[src/rtl/alu_result_fifo.sv]
// alu_result_fifo: FWFT capture FIFO for 4-bit ALU results with flags.
// Optional sticky flags / ovf counter built under ALU_CAP_STICKY_EN.
module alu_result_fifo #(
  parameter int DEPTH = 4,
  parameter int W     = 4
) (
  input  logic                     clk,
  input  logic                     rst_n,
  input  logic                     in_valid,
  output logic                     in_ready,
  input  logic [2:0]               in_op,
  input  logic [W-1:0]             in_result,
  input  logic                     in_slt,
  input  logic                     in_zero,
  input  logic                     in_carry,
  input  logic                     in_ovf,
  output logic                     out_valid,
  input  logic                     out_ready,
  output logic [W+6:0]             out_data,
  output logic [$clog2(DEPTH):0]   count,
  input  logic                     clear_sticky,
  output logic [3:0]               sticky_flags,
  output logic [7:0]               ovf_events
);

  localparam int AW = $clog2(DEPTH);
  localparam int CW = AW + 1;
  localparam int EW = W + 7;
  localparam logic [CW-1:0] FULL = CW'(DEPTH);

  logic [EW-1:0] r_mem [DEPTH];
  logic [AW-1:0] r_wr_ptr;
  logic [AW-1:0] r_rd_ptr;
  logic [CW-1:0] r_count;

  logic          w_push;
  logic          w_pop;
  logic [EW-1:0] w_entry;

  assign in_ready  = (r_count < FULL);
  assign out_valid = (r_count != '0);
  assign count     = r_count;
  assign w_push    = in_valid && in_ready;
  assign w_pop     = out_valid && out_ready;
  assign w_entry   = {in_op, in_slt, in_zero, in_carry, in_ovf, in_result};
  assign out_data  = out_valid ? r_mem[r_rd_ptr] : '0;

  // Storage is deliberately not reset; the output mux masks it while empty.
  always_ff @(posedge clk) begin
    if (w_push) begin
      r_mem[r_wr_ptr] <= w_entry;
    end
  end

  // Pointers wrap naturally since DEPTH is a power of two.
  always_ff @(posedge clk or negedge rst_n) begin
    if (!rst_n) begin
      r_wr_ptr <= '0;
      r_rd_ptr <= '0;
    end else begin
      if (w_push) r_wr_ptr <= r_wr_ptr + AW'(1);
      if (w_pop)  r_rd_ptr <= r_rd_ptr + AW'(1);
    end
  end

  // Occupancy: push and pop together leave it unchanged.
  always_ff @(posedge clk or negedge rst_n) begin
    if (!rst_n) begin
      r_count <= '0;
    end else if (w_push && !w_pop) begin
      r_count <= r_count + CW'(1);
    end else if (!w_push && w_pop) begin
      r_count <= r_count - CW'(1);
    end
  end

`ifdef ALU_CAP_STICKY_EN
  logic [3:0] r_sticky;
  logic [7:0] r_ovf_ev;
  logic [3:0] w_st_base;
  logic [7:0] w_ev_base;
  logic [3:0] w_st_new;

  assign w_st_base = clear_sticky ? 4'b0 : r_sticky;
  assign w_ev_base = clear_sticky ? 8'b0 : r_ovf_ev;
  assign w_st_new  = w_push ?
    {in_ovf, in_carry, in_zero, in_slt} : 4'b0;

  // Clear applies first so a same-cycle push survives it.
  always_ff @(posedge clk or negedge rst_n) begin
    if (!rst_n) begin
      r_sticky <= '0;
      r_ovf_ev <= '0;
    end else begin
      r_sticky <= w_st_base | w_st_new;
      if (w_push && in_ovf && (w_ev_base != 8'hFF)) begin
        r_ovf_ev <= w_ev_base + 8'd1;
      end else begin
        r_ovf_ev <= w_ev_base;
      end
    end
  end

  assign sticky_flags = r_sticky;
  assign ovf_events   = r_ovf_ev;
`else
  logic w_unused_clear;
  assign w_unused_clear = clear_sticky;
  assign sticky_flags   = 4'b0;
  assign ovf_events     = 8'b0;
`endif

endmodule

[config.mk]
export PLATFORM = sky130hd
export DESIGN_NAME = alu_result_fifo
export DESIGN_NICKNAME = d
export VERILOG_FILES = /design/src/rtl/alu_result_fifo.sv
export SDC_FILE = /design/constraint.sdc
export NUM_CORES = 1
export LEC_CHECK = 0
export CAP_MARGIN = 15
export CORE_MARGIN = 3
export CORE_UTILIZATION = 45
export DETAILED_ROUTE_END_ITERATION = 8
export GPL_ROUTABILITY_DRIVEN = 0
export PLACE_DENSITY = 0.78
export SYNTH_ARGS = -nofsm -noshare
export SYNTH_HDL_FRONTEND = slang
export SYNTH_SLANG_ARGS = --single-unit
export TNS_END_PERCENT = 50
[constraint.sdc]
create_clock -name clk -period 4.3 [get_ports clk]
set_clock_uncertainty 0.05 [all_clocks]
set_input_delay 0.645 -clock clk [delete_from_list [all_inputs] [get_ports clk]]
set_output_delay 0.645 -clock clk [all_outputs]
set_load 0.02 [all_outputs]
Word-level counts from Yosys, hierarchy flattened
Memories as Yosys holds them, arrays and structs flattened.
Index checks and enable logic that the tools add are counted.
{"block": "word_totals", "register_bits": 7, "out_inout_bits": 28, "mem_bits_rw": 44, "in_bits": 16, "elab_cells": 22, "memories": 1}
{"name": "r_mem", "depth": 4, "word_bits": 11, "rd": 1, "rd_clocked_by_memory_dff": 0, "write_ports": 1, "line": "31", "rtl": "logic [EW-1:0] r_mem [DEPTH];"}
{"block": "classes", "n_lt_le_gt_ge": 1, "mux": 5, "n_reduce_logical": 8, "add_sub_neg": 4}
{"cell": "2-to-1 mux 11 bit", "n": 1}
{"cell": "2-to-1 mux 3 bit", "n": 2}
{"cell": "adder 2 x 1 -> 2 bit (second input constant)", "n": 2}
{"cell": "logical AND 1 bit", "n": 4}
{"cell": "adder 3 x 1 -> 3 bit (second input constant)", "n": 1}
{"cell": "< comparator 3 bit (second input constant)", "n": 1}
{"cell": "nonzero test 3 bit", "n": 1}
{"cell": "subtractor 3 x 1 -> 3 bit (second input constant)", "n": 1}
{"cell": "zero test 1 bit", "n": 2}
{"cell": "2-to-1 mux 1 bit", "n": 2}
{"cell": "nonzero test 2 bit", "n": 1}

Longest topological paths before layout
Gate-level depths: netlist of the first run.
{"block": "depth", "depth_word": 6, "mapped_depth": 8, "mapped_depth_nobuf": 8}

Worst setup path after synthesis of the first run
OpenSTA, ideal clock, no wires.
{"block": "synth_timing", "kind": "flip-flop to flip-flop", "startpoint": "register r_count[1] (netlist: count[1])", "endpoint": "register r_count[2] (netlist: count[2])", "setup_time_ps": 80, "n_path_buf": 0, "period_less_slack_ps": 2102, "required_time_ps": 4170, "path_stages_with_launch": 9, "setup_slack_ps": 2198, "arrival_time_ps": 1972, "cell_sequence": "dfrtp_1 > or3_1 > nand2_1 > ha_1 > inv_1 > fa_1 > xor2_1 > nor2_1 > xnor2_1"}
{"block": "synth_between", "elab_chain_len": 5, "word_cells_on_any_way": 13, "cone_classes": "add/sub: 2; order compare: 1; mux: 2; reduce/logical: 8"}
{"element": "start, declared", "line": "34", "rtl": "logic [CW-1:0] r_count;"}
{"element": "start signal, assigned", "line": "71", "rtl": "r_count <= r_count + CW'(1);"}
{"element": "start signal, assigned", "line": "73", "rtl": "r_count <= r_count - CW'(1);"}
{"element": "< comparator 3 bit or nonzero test 3 bit (tied branches)", "line": "40, 41"}
{"element": "logical AND 1 bit, on equally long branches", "line": "43, 44"}
{"element": "zero test 1 bit, on equally long branches", "line": "72, 70"}
{"element": "logical AND 1 bit, on equally long branches", "line": "72, 70"}
{"element": "nonzero test 2 bit (no source line) or 2-to-1 mux 3 bit (tied branches)"}
Several ways; a longest one is shown, not always the timed one. The select of a mux whose other input is x is not followed.
A chain may end at the register's enable or synchronous reset.

Final worst setup path of the first run
{"block": "layout_timing", "startpoint": "register r_rd_ptr[0]", "endpoint": "output port out_data[3]"}
{"block": "layout_between", "elab_chain_len": 2}
{"element": "start, declared", "line": "33", "rtl": "logic [AW-1:0] r_rd_ptr;"}
{"element": "start signal, assigned", "line": "62", "rtl": "if (w_pop) r_rd_ptr <= r_rd_ptr + AW'(1);"}
{"element": "memory (4 x 11 bit)"}
{"element": "2-to-1 mux 11 bit", "line": "46", "rtl": "assign out_data = out_valid ? r_mem[r_rd_ptr] : '0;"}
{"element": "end, declared", "line": "19", "rtl": "output logic [W+6:0] out_data,"}
Every way passes these cells.

==> results.rst, run 1 <==
.. list-table::
   :header-rows: 1

   * - Metric
     - Value
   * - Count of warnings emitted by yosys
     - 0
   * - Height of the die
     - 75.3 um
   * - Most frequent cells after synthesis
     - sky130_fd_sc_hd__edfxtp_1 (44), sky130_fd_sc_hd__and2_1 (15), sky130_fd_sc_hd__buf_4 (12)
   * - Final setup violation count
     - 0
   * - Starting Density
     - 0.480
   * - Overall die area
     - 5670 sq um
   * - Area growth from synthesis to final layout
     - 18.5%
   * - Outcome
     - completed
   * - Area of the core region
     - 4500 sq um
   * - Cts bufs inserted
     - 5
   * - Main flop type after synthesis
     - sky130_fd_sc_hd__edfxtp_1
   * - Floorplan die width
     - 75.3 um
   * - Master cell of the clock root buffer
     - sky130_fd_sc_hd__clkbuf_8
   * - Slew of the pin with the lowest slew margin
     - 0.752 ns
   * - Min-Delay Path Depth
     - 1
   * - Total of max-cap violations
     - 0
   * - Reg-to-reg critical path startpoint
     - count[0]
   * - Count of standard-cell rows
     - 24
   * - Kind of launch point of the worst setup path
     - flip-flop
   * - Number of setup buffers added after CTS
     - 0
   * - P_leak
     - 0.908 nW
   * - Insertion delay to the later sink of the worst-skew pair
     - 0.30 ns
   * - Critical R2R Capture
     - count[2]
   * - TritonCTS clock tree
     - built
   * - R2r worst-path depth
     - 8
   * - Port bufs
     - 30
   * - Largest net degree at the start of global routing
     - 16
   * - Ports placed on the boundary
     - 44
   * - H-tree Lvls
     - 2
   * - Min Clock Period, post-route
     - 3.18 ns
   * - Count of distinct cell types in the synthesized netlist
     - 22
   * - Cell with the largest stage delay on the worst path
     - sky130_fd_sc_hd__dfrtp_1
   * - Maximum fanout count along the critical path
     - 13
   * - Most frequently used cell type in the post-synthesis netlist
     - sky130_fd_sc_hd__edfxtp_1
   * - Count of cells resized by post-cts repair
     - 0
   * - Number of failing hold endpoints at the final stage
     - 0
   * - Total number of nets in the final design
     - 172
   * - Total negative slack for setup checks
     - 0 ns
   * - VDD IR max
     - 0.000413 V
   * - Fraction of the cycle the final worst path needs
     - 0.739
   * - Final ANT Viol Nets
     - 0
   * - Unrepaired setup endpoints after global routing
     - no
   * - Clock transition at path regs
     - 0.08 ns
   * - ANT cells
     - 0
   * - Number of vias per cell after detailed routing
     - 5.12
   * - Placed wire-length estimate after detailed placement
     - 2.40 mm
   * - Relative slew margins
     - 0.499
   * - Critical path start-end classification
     - flip-flop to primary output
   * - Count of vias placed by the detailed router
     - 1040
   * - Max stage delay on crit path
     - 0.83 ns
   * - Final slew viol count
     - 0
   * - Num Clock Sinks
     - 51
   * - Fraction of synthesis flops using an asynchronous set or reset pin
     - 0.137
   * - Total GRT Usage
     - 0.138
   * - Remaining global-route overflow
     - 0
   * - Cell Chain, Critical Path
     - mux4_1 -> and2_1 -> clkdlybuf4s50_1
   * - R2r setup slk
     - 1.95 ns
   * - Number of enable flip-flop cells after synthesis
     - 44
   * - Area share of the leading cell type in the synthesized netlist
     - 0.611
   * - Type of destination of the critical path
     - primary output
   * - Class of the worst hold path
     - flip-flop to flip-flop
   * - Termination of the worst setup path
     - out_data[3]
   * - Post-Syn Area
     - 2160 sq um
   * - Power density relative to cell area
     - 680 nW/um^2
   * - Mean instance size in the synthesized netlist
     - 18.3 sq um
   * - Data arrival time of the critical path
     - 2.48 ns
   * - Register bit count reported by yosys
     - 51
   * - Count of unresolved DRC violations after routing
     - 0
   * - Gate count after technology mapping
     - 118
   * - Maximum operating frequency
     - 315 MHz
   * - Initial antenna violation count
     - 0
   * - Cell type with the highest aggregate area in the netlist
     - sky130_fd_sc_hd__edfxtp_1
   * - Maximum root-to-sink buffer count
     - 2
   * - Wirelength, routed
     - 3.58 mm
   * - Wire length of the first global-routing pass
     - 5.41 mm
   * - Sequential area share after synthesis
     - 0.692
   * - Biggest area contributors in the synthesized netlist
     - sky130_fd_sc_hd__edfxtp_1 (61%), sky130_fd_sc_hd__mux4_2 (8.3%), sky130_fd_sc_hd__dfrtp_1 (8.1%), sky130_fd_sc_hd__and2_1 (4.3%), sky130_fd_sc_hd__buf_4 (4.2%)
   * - DR iter-0 viols
     - 74
   * - Wire per inst
     - 17.6 um
   * - Critical Path RT
     - 3.61 ns
   * - Final Core Density
     - 0.569
   * - Vias in the first global route
     - 1064
   * - Share of final-layout standard cells stronger than drive strength 1
     - 0.106
   * - Min Hold Slack
     - 0.530 ns
   * - 1st-pass router iterations
     - 4
   * - Cts-stage hold buffer count
     - 0
   * - Beginning of the critical path
     - r_rd_ptr[0]
==> flip-flops by register name, summed over array words and instances (netlist names) <==
| register | count |
|---|---|
| count | 3 |
| r_rd_ptr | 2 |
| r_wr_ptr | 2 |
| r_mem | 44 |
==> cells in the final DEF (no fill, tap or decap), drive strengths merged <==
| cell | count |
|---|---|
| edfxtp | 44 |
| xor2 | 1 |
| inv | 4 |
| bufinv | 1 |
| fa | 1 |
| ha | 5 |
| mux4 | 11 |
| dfrtp | 7 |
| xnor2 | 5 |
| clkbuf | 5 |
| o21ai | 1 |
| nor2 | 1 |
| nor2b | 1 |
| mux2 | 1 |
| clkinv | 2 |
| nand3 | 1 |
| nand2 | 2 |
| conb | 12 |
| and2 | 15 |
| clkdlybuf4s50 | 30 |
| or3 | 1 |
==> worst max-delay path: cells and delay by family, from the launching register on <==
kind | cells | cell delay [ns]
simple gates | 1 | 0.17
flops | 1 | 0.83
mux | 1 | 0.64
buf+inv | 1 | 0.53
==> layout make-up <==
type | instances | area (sq um)
Clock buffer | 5 | 68.8
Clock inverter | 3 | 38.8
Fill cell | 364 | 1940
Inverter | 4 | 15.0
Multi-Input combinational cell | 58 | 578
Sequential cell | 51 | 1500
Tap cell | 52 | 65.1
Timing Repair Buffer | 30 | 300
==> per-stage QoR <==
stage | std cells | area, sq um | total power, mW | setup WS, ns
global placement | 195 | 2450 | 1.41 | 1.43
finish | 203 | 2560 | 1.74 | 1.12
global route | 203 | 2560 | 1.85 | 0.964
floorplan | 129 | 2200 | 1.17 | 2.20
CTS | 203 | 2560 | 1.76 | 1.07
detailed placement | 195 | 2450 | 1.44 | 1.41
==> worst min path at each step <==
stage,from,endpoint,slack (ns)
2_1_floorplan,rst_n,count[0],0.30
3_3_place_gp,count[0],count[0],0.50
3_5_place_dp,count[0],count[0],0.53
4_1_cts,count[0],count[0],0.54
5_1_grt,count[0],count[0],0.56
6_report,count[0],count[0],0.53
==> per-layer routing <==
metal	vias up	global-route usage	routed length [um]
met3	3	0.0594	264
met5	-	0	0
li1	477	-	-
met1	514	0.154	1380
met2	46	0.245	1920
met4	0	0.0291	13
==> kinds of logic after synthesis <==
group           Yosys count  share of synthesized area
xor+xnor                  6                     0.0243
other cells               1                    0.00173
buf+inv                  20                     0.0596
compound gates            1                    0.00231
mux                      12                      0.125
fa+ha+maj                 6                     0.0382
simple gates             21                     0.0567
flops                    51                      0.692
==> power by group <==
group / internal (mW) / leakage, nW / switching [mW]
clock network: 0.170 / 0.0556 / 0.148
logic: 0.372 / 0.371 / 0.319
registers: 0.635 / 0.482 / 0.0967
total: 1.18 / 0.908 / 0.564
Note: power is estimated with default switching activity, not from simulation.
==> run 2: changes to the inputs <==
- PLACE_DENSITY: 0.78 -> 0.81
- clock period: 4.3 -> 2.8 ns (I/O delays scaled with it)
==> run 2 against run 1 <==
  * Final area up 0.83%
  * Sequential power up 48%
  * Register-to-register slack worse by 1.5 ns
  * Largest cell class unchanged
  * Highest routed layer unchanged
==> results.rst, run 2 (synthesis results as in run 1) <==
.. list-table::
   :header-rows: 1

   * - Metric
     - Value
   * - Slew of the pin with the lowest slew margin
     - 0.623 ns
   * - Initial antenna violation count
     - 0
   * - 1st-pass router iterations
     - 4
   * - Register ranked first by flip-flop count
     - r_mem
   * - Height of the die
     - 75.3 um
   * - Unrepaired setup endpoints after global routing
     - no
   * - Beginning of the critical path
     - count[1]
   * - Type of destination of the critical path
     - primary output
   * - Final critical-path setup slack
     - 0.221 ns
   * - Total number of nets in the final design
     - 175
   * - Count of cells resized by post-cts repair
     - 0
   * - Total negative slack for setup checks
     - 0 ns
   * - Number of setup buffers added after CTS
     - 0
   * - Maximum fanout count along the critical path
     - 14
   * - Fraction of the cycle the final worst path needs
     - 0.921
   * - Wirelength, routed
     - 3.62 mm
   * - Final slew viol count
     - 0
   * - Area of the core region
     - 4500 sq um
   * - Design Power
     - 2.70 mW
   * - Num Clock Sinks
     - 51
   * - Multi-input gate area
     - 578 sq um
   * - R2r worst-path depth
     - 8
   * - Flip-flop count of the largest register after layout
     - 44
   * - Kind of launch point of the worst setup path
     - flip-flop
   * - Starting Density
     - 0.480
   * - H-tree Lvls
     - 2
   * - Reg-to-reg critical path startpoint
     - count[1]
   * - R2r setup slk
     - 0.41 ns
   * - Placement-stage cell area
     - 2480 sq um
   * - P_leak
     - 0.920 nW
   * - DR iter-0 viols
     - 54
   * - Final cell count without fillers
     - 206
   * - Clock transition at path regs
     - 0.08 ns
   * - VDD IR max
     - 0.000734 V
   * - Port bufs
     - 30
   * - Master cell of the clock root buffer
     - sky130_fd_sc_hd__clkbuf_8
   * - Critical Path RT
     - 2.33 ns
   * - FILL cells
     - 355
   * - Count of unresolved DRC violations after routing
     - 0
   * - Termination of the worst setup path
     - out_data[4]
   * - Final setup violation count
     - 0
   * - Share of final-layout standard cells stronger than drive strength 1
     - 0.117
   * - Cts bufs inserted
     - 5
   * - ANT cells
     - 0
   * - Floorplan die width
     - 75.3 um
   * - Count of standard-cell rows
     - 24
   * - Instance count after placement with tap cells included
     - 198
   * - Number of vias per cell after detailed routing
     - 5.11
   * - Total GRT Usage
     - 0.146
   * - Count of vias placed by the detailed router
     - 1052
   * - Ports placed on the boundary
     - 44
   * - Class of the worst hold path
     - input pin to async pin
   * - Post-place setup slack
     - 0.417 ns
   * - Maximum root-to-sink buffer count
     - 2
   * - Commonest cells after routing, fill and taps aside
     - sky130_fd_sc_hd__edfxtp_1 (44), sky130_fd_sc_hd__clkdlybuf4s50_1 (30), sky130_fd_sc_hd__and2_1 (15)
   * - Min Clock Period, post-route
     - 2.58 ns
   * - Placed wire-length estimate after detailed placement
     - 2.53 mm
   * - Critical R2R Capture
     - count[2]
   * - Critical path start-end classification
     - flip-flop to primary output
   * - Number of failing hold endpoints at the final stage
     - 0
   * - Total of max-cap violations
     - 0
   * - Power density relative to cell area
     - 1040 nW/um^2
   * - Total non-filler cell area in the finished layout
     - 2580 sq um
   * - Reg area
     - 1500 sq um
   * - Wire per inst
     - 17.6 um
   * - Largest net degree at the start of global routing
     - 16
   * - Final ANT Viol Nets
     - 0
   * - TritonCTS clock tree
     - built
   * - Remaining global-route overflow
     - 0
   * - Vias in the first global route
     - 1166
   * - Insertion delay to the later sink of the worst-skew pair
     - 0.30 ns
   * - Relative slew margins
     - 0.585
   * - Commonest non-fill, non-tap cell in the layout
     - sky130_fd_sc_hd__edfxtp_1
   * - Outcome
     - completed
   * - Overall die area
     - 5670 sq um
   * - Area growth from synthesis to final layout
     - 19.5%
   * - Cts-stage hold buffer count
     - 0
   * - Maximum operating frequency
     - 388 MHz
   * - Data arrival time of the critical path
     - 2.11 ns
   * - Wire length of the first global-routing pass
     - 5.79 mm
## run 2: cell types whose count changed in the layout (fill, tap and decap cells not counted)
cell	previous run	this run
sky130_fd_sc_hd__buf_4	0	3
sky130_fd_sc_hd__clkinv_1	1	0
sky130_fd_sc_hd__clkinv_2	1	0
sky130_fd_sc_hd__clkbuf_1	0	2
## run 2: worst min-delay path by stage
stage               end  cells after the start  slack, ns
6_report       count[1]                      1       0.32
5_1_grt        count[1]                      1       0.33
4_1_cts        count[1]                      1       0.32
3_5_place_dp   count[0]                      1       0.51
3_3_place_gp   count[0]                      1       0.49
2_1_floorplan  count[0]                      0       0.07
## run 2: power by group
| part | leakage [nW] | internal [mW] | switching [mW] |
|---|---|---|---|
| logic | 0.386 | 0.595 | 0.538 |
| clock network | 0.0524 | 0.267 | 0.221 |
| registers | 0.482 | 0.976 | 0.0999 |
| total | 0.920 | 1.84 | 0.859 |
## run 2: final cells by class
type | instances | area share
inverter | 4 | 0.00581
tap | 52 | 0.0252
sequential | 51 | 0.579
clock buffer | 7 | 0.0295
timing repair buffer | 33 | 0.125
clock inverter | 1 | 0.0116
multi-input combinational | 58 | 0.224
## run 2: routing by layer
metal / up-vias / wire (um) / GRT usage
li1: 481 / - / -
met1: 530 / 1510 / 0.169
met2: 33 / 1860 / 0.253
met3: 8 / 178 / 0.0383
met4: 0 / 77 / 0.0660
met5: - / 0 / 0
## run 2: worst max-delay path: stages, from the launching register on
cell	delay, ns
sky130_fd_sc_hd__dfrtp_1	0.43
sky130_fd_sc_hd__or3_1	0.60
sky130_fd_sc_hd__and2_1	0.24
sky130_fd_sc_hd__clkdlybuf4s50_1	0.53
## run 2: through the flow
step / hold slack, ns / utilization
6_report: 0.324 / 0.574
5_1_grt: 0.332 / 0.574
4_1_cts: 0.324 / 0.574
3_5_place_dp: 0.512 / 0.550
3_3_place_gp: 0.487 / 0.550
2_1_floorplan: 0.0744 / -
==> run 3: changes to the inputs <==
- ABC_CLOCK_PERIOD_IN_PS: default -> 2800
- CTS_BUF_LIST: default -> sky130_fd_sc_hd__clkbuf_4 sky130_fd_sc_hd__clkbuf_8
==> run 3 against run 2 <==
  * Critical path type unchanged
  * Register-to-register slack hardly changed
  * Largest power group unchanged
  * Critical endpoint unchanged
  * Combinational power hardly changed
  * Hold slack hardly changed
  * Largest cell class unchanged
  * Maximum frequency hardly changed
  * Wire length is 0.50% higher
  * Die area stayed put
  * Core utilization is 0.17 points higher
==> results.rst, run 3 (synthesis results as in run 1) <==
.. list-table::
   :header-rows: 1

   * - Metric
     - Value
   * - Final setup violation count
     - 0
   * - Number of failing hold endpoints at the final stage
     - 0
   * - Count of standard-cell rows
     - 24
   * - Fraction of the cycle the final worst path needs
     - 0.922
   * - Min Hold Slack
     - 0.324 ns
   * - Total of max-cap violations
     - 0
   * - R2r setup slk
     - 0.41 ns
   * - Largest net degree at the start of global routing
     - 16
   * - Vias in the first global route
     - 1166
   * - Count of vias placed by the detailed router
     - 1048
   * - Reg area
     - 1500 sq um
   * - Number of setup buffers added after CTS
     - 0
   * - Count of cells resized by post-cts repair
     - 0
   * - Kind of launch point of the worst setup path
     - flip-flop
   * - Cell Chain, Critical Path
     - or3_1 -> and2_1 -> clkdlybuf4s50_1
   * - Switching Fraction
     - 0.317
   * - Wirelength, routed
     - 3.64 mm
   * - Share of final-layout standard cells stronger than drive strength 1
     - 0.130
   * - Cell Int Power
     - 1.86 mW
   * - Area growth from synthesis to final layout
     - 19.8%
   * - VDD IR max
     - 0.000735 V
   * - Maximum fanout count along the critical path
     - 14
   * - Final ANT Viol Nets
     - 0
   * - Critical path start-end classification
     - flip-flop to primary output
   * - Maximum operating frequency
     - 387 MHz
   * - Reg-to-reg critical path startpoint
     - count[1]
   * - Count of unresolved DRC violations after routing
     - 0
   * - Cell with the largest stage delay on the worst path
     - sky130_fd_sc_hd__or3_1
   * - Flip-flop count of the largest register after layout
     - 44
   * - Share of total power in sequential cells
     - 0.396
   * - Class of the worst hold path
     - input pin to async pin
   * - Part of the power in combinational logic
     - 0.417
   * - Number of buffer and inverter instances along the worst setup path
     - 1
   * - 1st-pass router iterations
     - 4
   * - Register ranked first by flip-flop count
     - r_mem
   * - P_leak
     - 0.927 nW
   * - Power density relative to cell area
     - 1050 nW/um^2
   * - Num Clock Sinks
     - 51
   * - Slew of the pin with the lowest slew margin
     - 0.630 ns
   * - Net switching power
     - 860 uW
   * - Commonest cells after routing, fill and taps aside
     - sky130_fd_sc_hd__edfxtp_1 (44), sky130_fd_sc_hd__clkdlybuf4s50_1 (30), sky130_fd_sc_hd__and2_1 (15)
   * - Cts-stage hold buffer count
     - 0
   * - Remaining global-route overflow
     - 0
   * - Ports placed on the boundary
     - 44
   * - R2r worst-path depth
     - 8
   * - Floorplan die width
     - 75.3 um
   * - Commonest non-fill, non-tap cell in the layout
     - sky130_fd_sc_hd__edfxtp_1
   * - Height of the die
     - 75.3 um
   * - Multi-input gate area
     - 578 sq um
   * - Placed wire-length estimate after detailed placement
     - 2.53 mm
   * - Type of destination of the critical path
     - primary output
   * - Starting Density
     - 0.480
   * - H-tree Lvls
     - 2
   * - TritonCTS clock tree
     - built
   * - Total number of nets in the final design
     - 175
   * - Clock network power share
     - 0.187
   * - Initial antenna violation count
     - 0
   * - Wire per inst
     - 17.7 um
   * - Area of the core region
     - 4500 sq um
   * - Wire length of the first global-routing pass
     - 5.80 mm
   * - Outcome
     - completed
   * - Critical R2R Capture
     - count[2]
   * - Clock transition at path regs
     - 0.08 ns
   * - Critical Path RT
     - 2.33 ns
   * - Total GRT Usage
     - 0.146
   * - Port bufs
     - 30
   * - Depth of the critical timing path with buffers and inverters included
     - 3
   * - Cts bufs inserted
     - 5
   * - Number of vias per cell after detailed routing
     - 5.09
   * - Maximum root-to-sink buffer count
     - 2
   * - Master cell of the clock root buffer
     - sky130_fd_sc_hd__clkbuf_8
   * - Relative slew margins
     - 0.580
   * - Data arrival time of the critical path
     - 2.11 ns
   * - Total negative slack for setup checks
     - 0 ns
   * - Final slew viol count
     - 0
   * - Overall die area
     - 5670 sq um
   * - Max stage delay on crit path
     - 0.61 ns
   * - Insertion delay to the later sink of the worst-skew pair
     - 0.30 ns
   * - FILL cells
     - 357
   * - ANT cells
     - 0
   * - DR iter-0 viols
     - 60
   * - Unrepaired setup endpoints after global routing
     - no
   * - Dominant delay contributor by cell family on the critical path
     - simple AND/OR/NAND/NOR gates
   * - Min Clock Period, post-route
     - 2.58 ns
   * - Design Power
     - 2.72 mW
[run 3: cell counts in the layout (fill, tap and decap cells not counted)]
No cell type changed its count.
[run 3: cell type report]
class                   instances  share of cell area
multi-input cells              58               0.223
clock buffers                   7              0.0324
well taps                      52              0.0251
clock inverters                 1              0.0116
inverters                       4             0.00579
repair buffers                 33               0.125
flip-flops and latches         51               0.577
[run 3: layer usage]
metal / global-route usage / wire length (um) / vias up
met4: 0.0660 / 77 / 0
li1: - / - / 479
met2: 0.253 / 1850 / 35
met1: 0.170 / 1530 / 526
met5: 0 / 0 / -
met3: 0.0383 / 187 / 8
[run 3: metrics by stage]
step / instance area, sq um / instances / utilization / setup WS, ns
after floorplan: 2200 / 129 / - / 0.698
after global placement: 2480 / 198 / 0.550 / 0.463
after detailed placement: 2480 / 198 / 0.550 / 0.417
after CTS: 2590 / 206 / 0.575 / 0.179
after global routing: 2590 / 206 / 0.575 / 0.107
final: 2590 / 206 / 0.575 / 0.218
[run 3: worst max path at each step]
stage / startpoint / end / slack, ns
floorplan: count[1] / count[2] / 0.70
global placement: count[1] / count[2] / 0.46
detailed placement: count[0] / count[2] / 0.42
CTS: count[0] / out_data[2] / 0.18
global route: count[0] / out_data[5] / 0.11
finish: count[1] / out_data[4] / 0.22
[run 3: power groups by stage]
| stage | registers (mW) | clock network, mW | logic (mW) |
|---|---|---|---|
| floorplan | 1.08 | 0 | 0.718 |
| finish | 1.08 | 0.508 | 1.13 |
| global placement | 1.08 | 0 | 1.12 |
| detailed placement | 1.09 | 0 | 1.15 |
| global route | 1.10 | 0.552 | 1.23 |
| CTS | 1.08 | 0.524 | 1.16 |
==> edit, RTL diff (config.mk and constraints of run 3) <==
`W`: 4 -> 6.
--- a/src/rtl/alu_result_fifo.sv
+++ b/src/rtl/alu_result_fifo.sv
@@ -2,7 +2,7 @@
 // Optional sticky flags / ovf counter built under ALU_CAP_STICKY_EN.
 module alu_result_fifo #(
   parameter int DEPTH = 4,
-  parameter int W     = 4
+  parameter int W     = 6
 ) (
   input  logic                     clk,
   input  logic                     rst_n,
Interface: changed (resized in_result and out_data); port bits go from 44 to 48. No check against the original RTL was run, so the function may have changed too.
==> edit against run 3 <==
  * Sequential cell count grew 8
  * Critical endpoint is now out_data[12]
  * Final area grew 17%
  * Largest cell class unchanged
  * Total power grew 19%
  * Worst hold slack lost 24 ps
  * Routed wire length grew 8.9%
  * Setup slack lost 65 ps
  * Combinational power grew 14%
  * Area after synthesis grew 15%
  * Non-clock buffer count grew 4
  * Register-to-register slack lost 20 ps
==> edit: results (changes against run 3) <==
Status
  • Status: complete, no violations

STA
  • Worst setup margin: 153.7 ps (-64.66 ps)
  • Worst relative slew slack: 52.88% (-5.1 points)
  • Minimum hold slack: 299.7 ps (-24.43 ps)

CTS
  • Clk_lat worst skew: 320 ps (+20 ps)
  • Reg clk slew, reported paths: 60 ps (-20 ps)
  • H-tree levels: 3 (+1)
  • Inserted Clock Buffers: 9 (+4)

Yosys
  • Post-synth cell types: 23 (+4.5%)
  • Top post-synthesis cells by count: edfxtp_1 (52), and2_1 (17), buf_4 (12)
  • Ys async rst share: 11.86% (-1.9 points)
  • Post-synth EDFFs: 52 (+18%)
  • Seq/Total Area, Yosys: 69.71% (+0.50 points)
  • Synth top area cells: edfxtp_1 (63%), mux4_2 (7.2%), dfrtp_1 (7.0%), mux4_1 (5.3%), and2_1 (4.3%)

Pwr
  • Leakage: 1.083 nW (+17%)
  • Worst-case vdd ir drop: 0.5488 mV (-25%)
  • Switching part of the total power: 31.18% (-0.48 points)
  • Comb pwr share: 39.7% (-2.0 points)
  • Tot Pwr: 3.242 mW (+19%)
  • Clock net power: 0.725 mW (+43%)

Cells and area
  • Layout filler cell count: 385 (+7.8%)
  • Register area: 1737 sq um (+16%)
  • Final instance area: 3035 sq um (+17%)
  • Signal buffers share of area: 11.95% (-0.50 points)
  • #MultiIn Comb: 62 (+6.9%)
  • Count of flip-flops and latches: 59 (+16%)
  • Area of the multi-input gates: 643.1 sq um (+11%)
  • Layout Cells excl Fill: 248 (+20%)
  • Largest register FFs: 52 (+18%)
  • Share of cells above drive strength 1: 15.17% (+2.2 points)
  • Non-clock buffers: 37 (+12%)
  • Clock buf/inv share: 6.265% (+1.9 points)
  • Fin nets: 197 (+13%)
  • CLK BUF: 12 (+5)

Placed design
  • Buffers on Ports: 34 (+13%)
  • Placed standard-cell area: 2845 sq um (+15%)
  • Dpl hpwl: 2733 microns (+8.2%)
  • Inst Count DP: 232 (+17%)

Setup path
  • CP max stage cell: mux4_1
  • Critical path's top delay family: buffers and inverters
  • Worst Path Arrival: 2180 ps (+70 ps)
  • Worst Path Max Fanout: 9 (-5)
  • Worst R2R Setup Slack: 390 ps (-20 ps)

Drt
  • Final wirelength: 3967 microns (+8.9%)
  • Initial DRC count: 34 (-43%)
  • Drt via density: 4.823 (-5.2%)

GRT
  • First-pass GRT wire length: 6410 microns (+10%)
  • M3 GR Usage: 3.812% (-0.014 points)
  • Vias in the first global route: 1334 (+14%)
  • Met1 Use GR: 13.52% (-3.5 points)
  • GRT Util Overall: 14.18% (-0.41 points)
  • GRT met2 Usage: 26.82% (+1.5 points)

Floorplan
  • Core Box Area: 5238 sq um (+16%)
==> edit: worst paths after layout <==
| check | startpoint | to |
|---|---|---|
| worst min-delay path | rst_n | r_rd_ptr[0] |
| worst max register to register | count[1] | count[2] |
| max in group asynchronous | rst_n | count[2] |
| min in group clk | count[0] | count[0] |
| worst max-delay path | r_rd_ptr[0] | out_data[12] |
| worst min register to register | count[0] | count[0] |
==> edit: cell families after synthesis <==
logic type	after synthesis	synth area share, %
flops	59	69.71
mux	14	12.96
fa+ha+maj	6	3.315
other cells	1	0.1505
compound gates	1	0.2007
simple gates	23	5.424
xor+xnor	6	2.109
buf+inv	22	6.127
==> edit: metal layers <==
metal | up-vias | share of wire, % | routed length, microns
met3 | 9 | 4.6 | 183
met4 | 0 | 2.3 | 91
met1 | 600 | 36 | 1416
li1 | 553 | - | -
met2 | 34 | 57 | 2275
met5 | - | 0 | 0
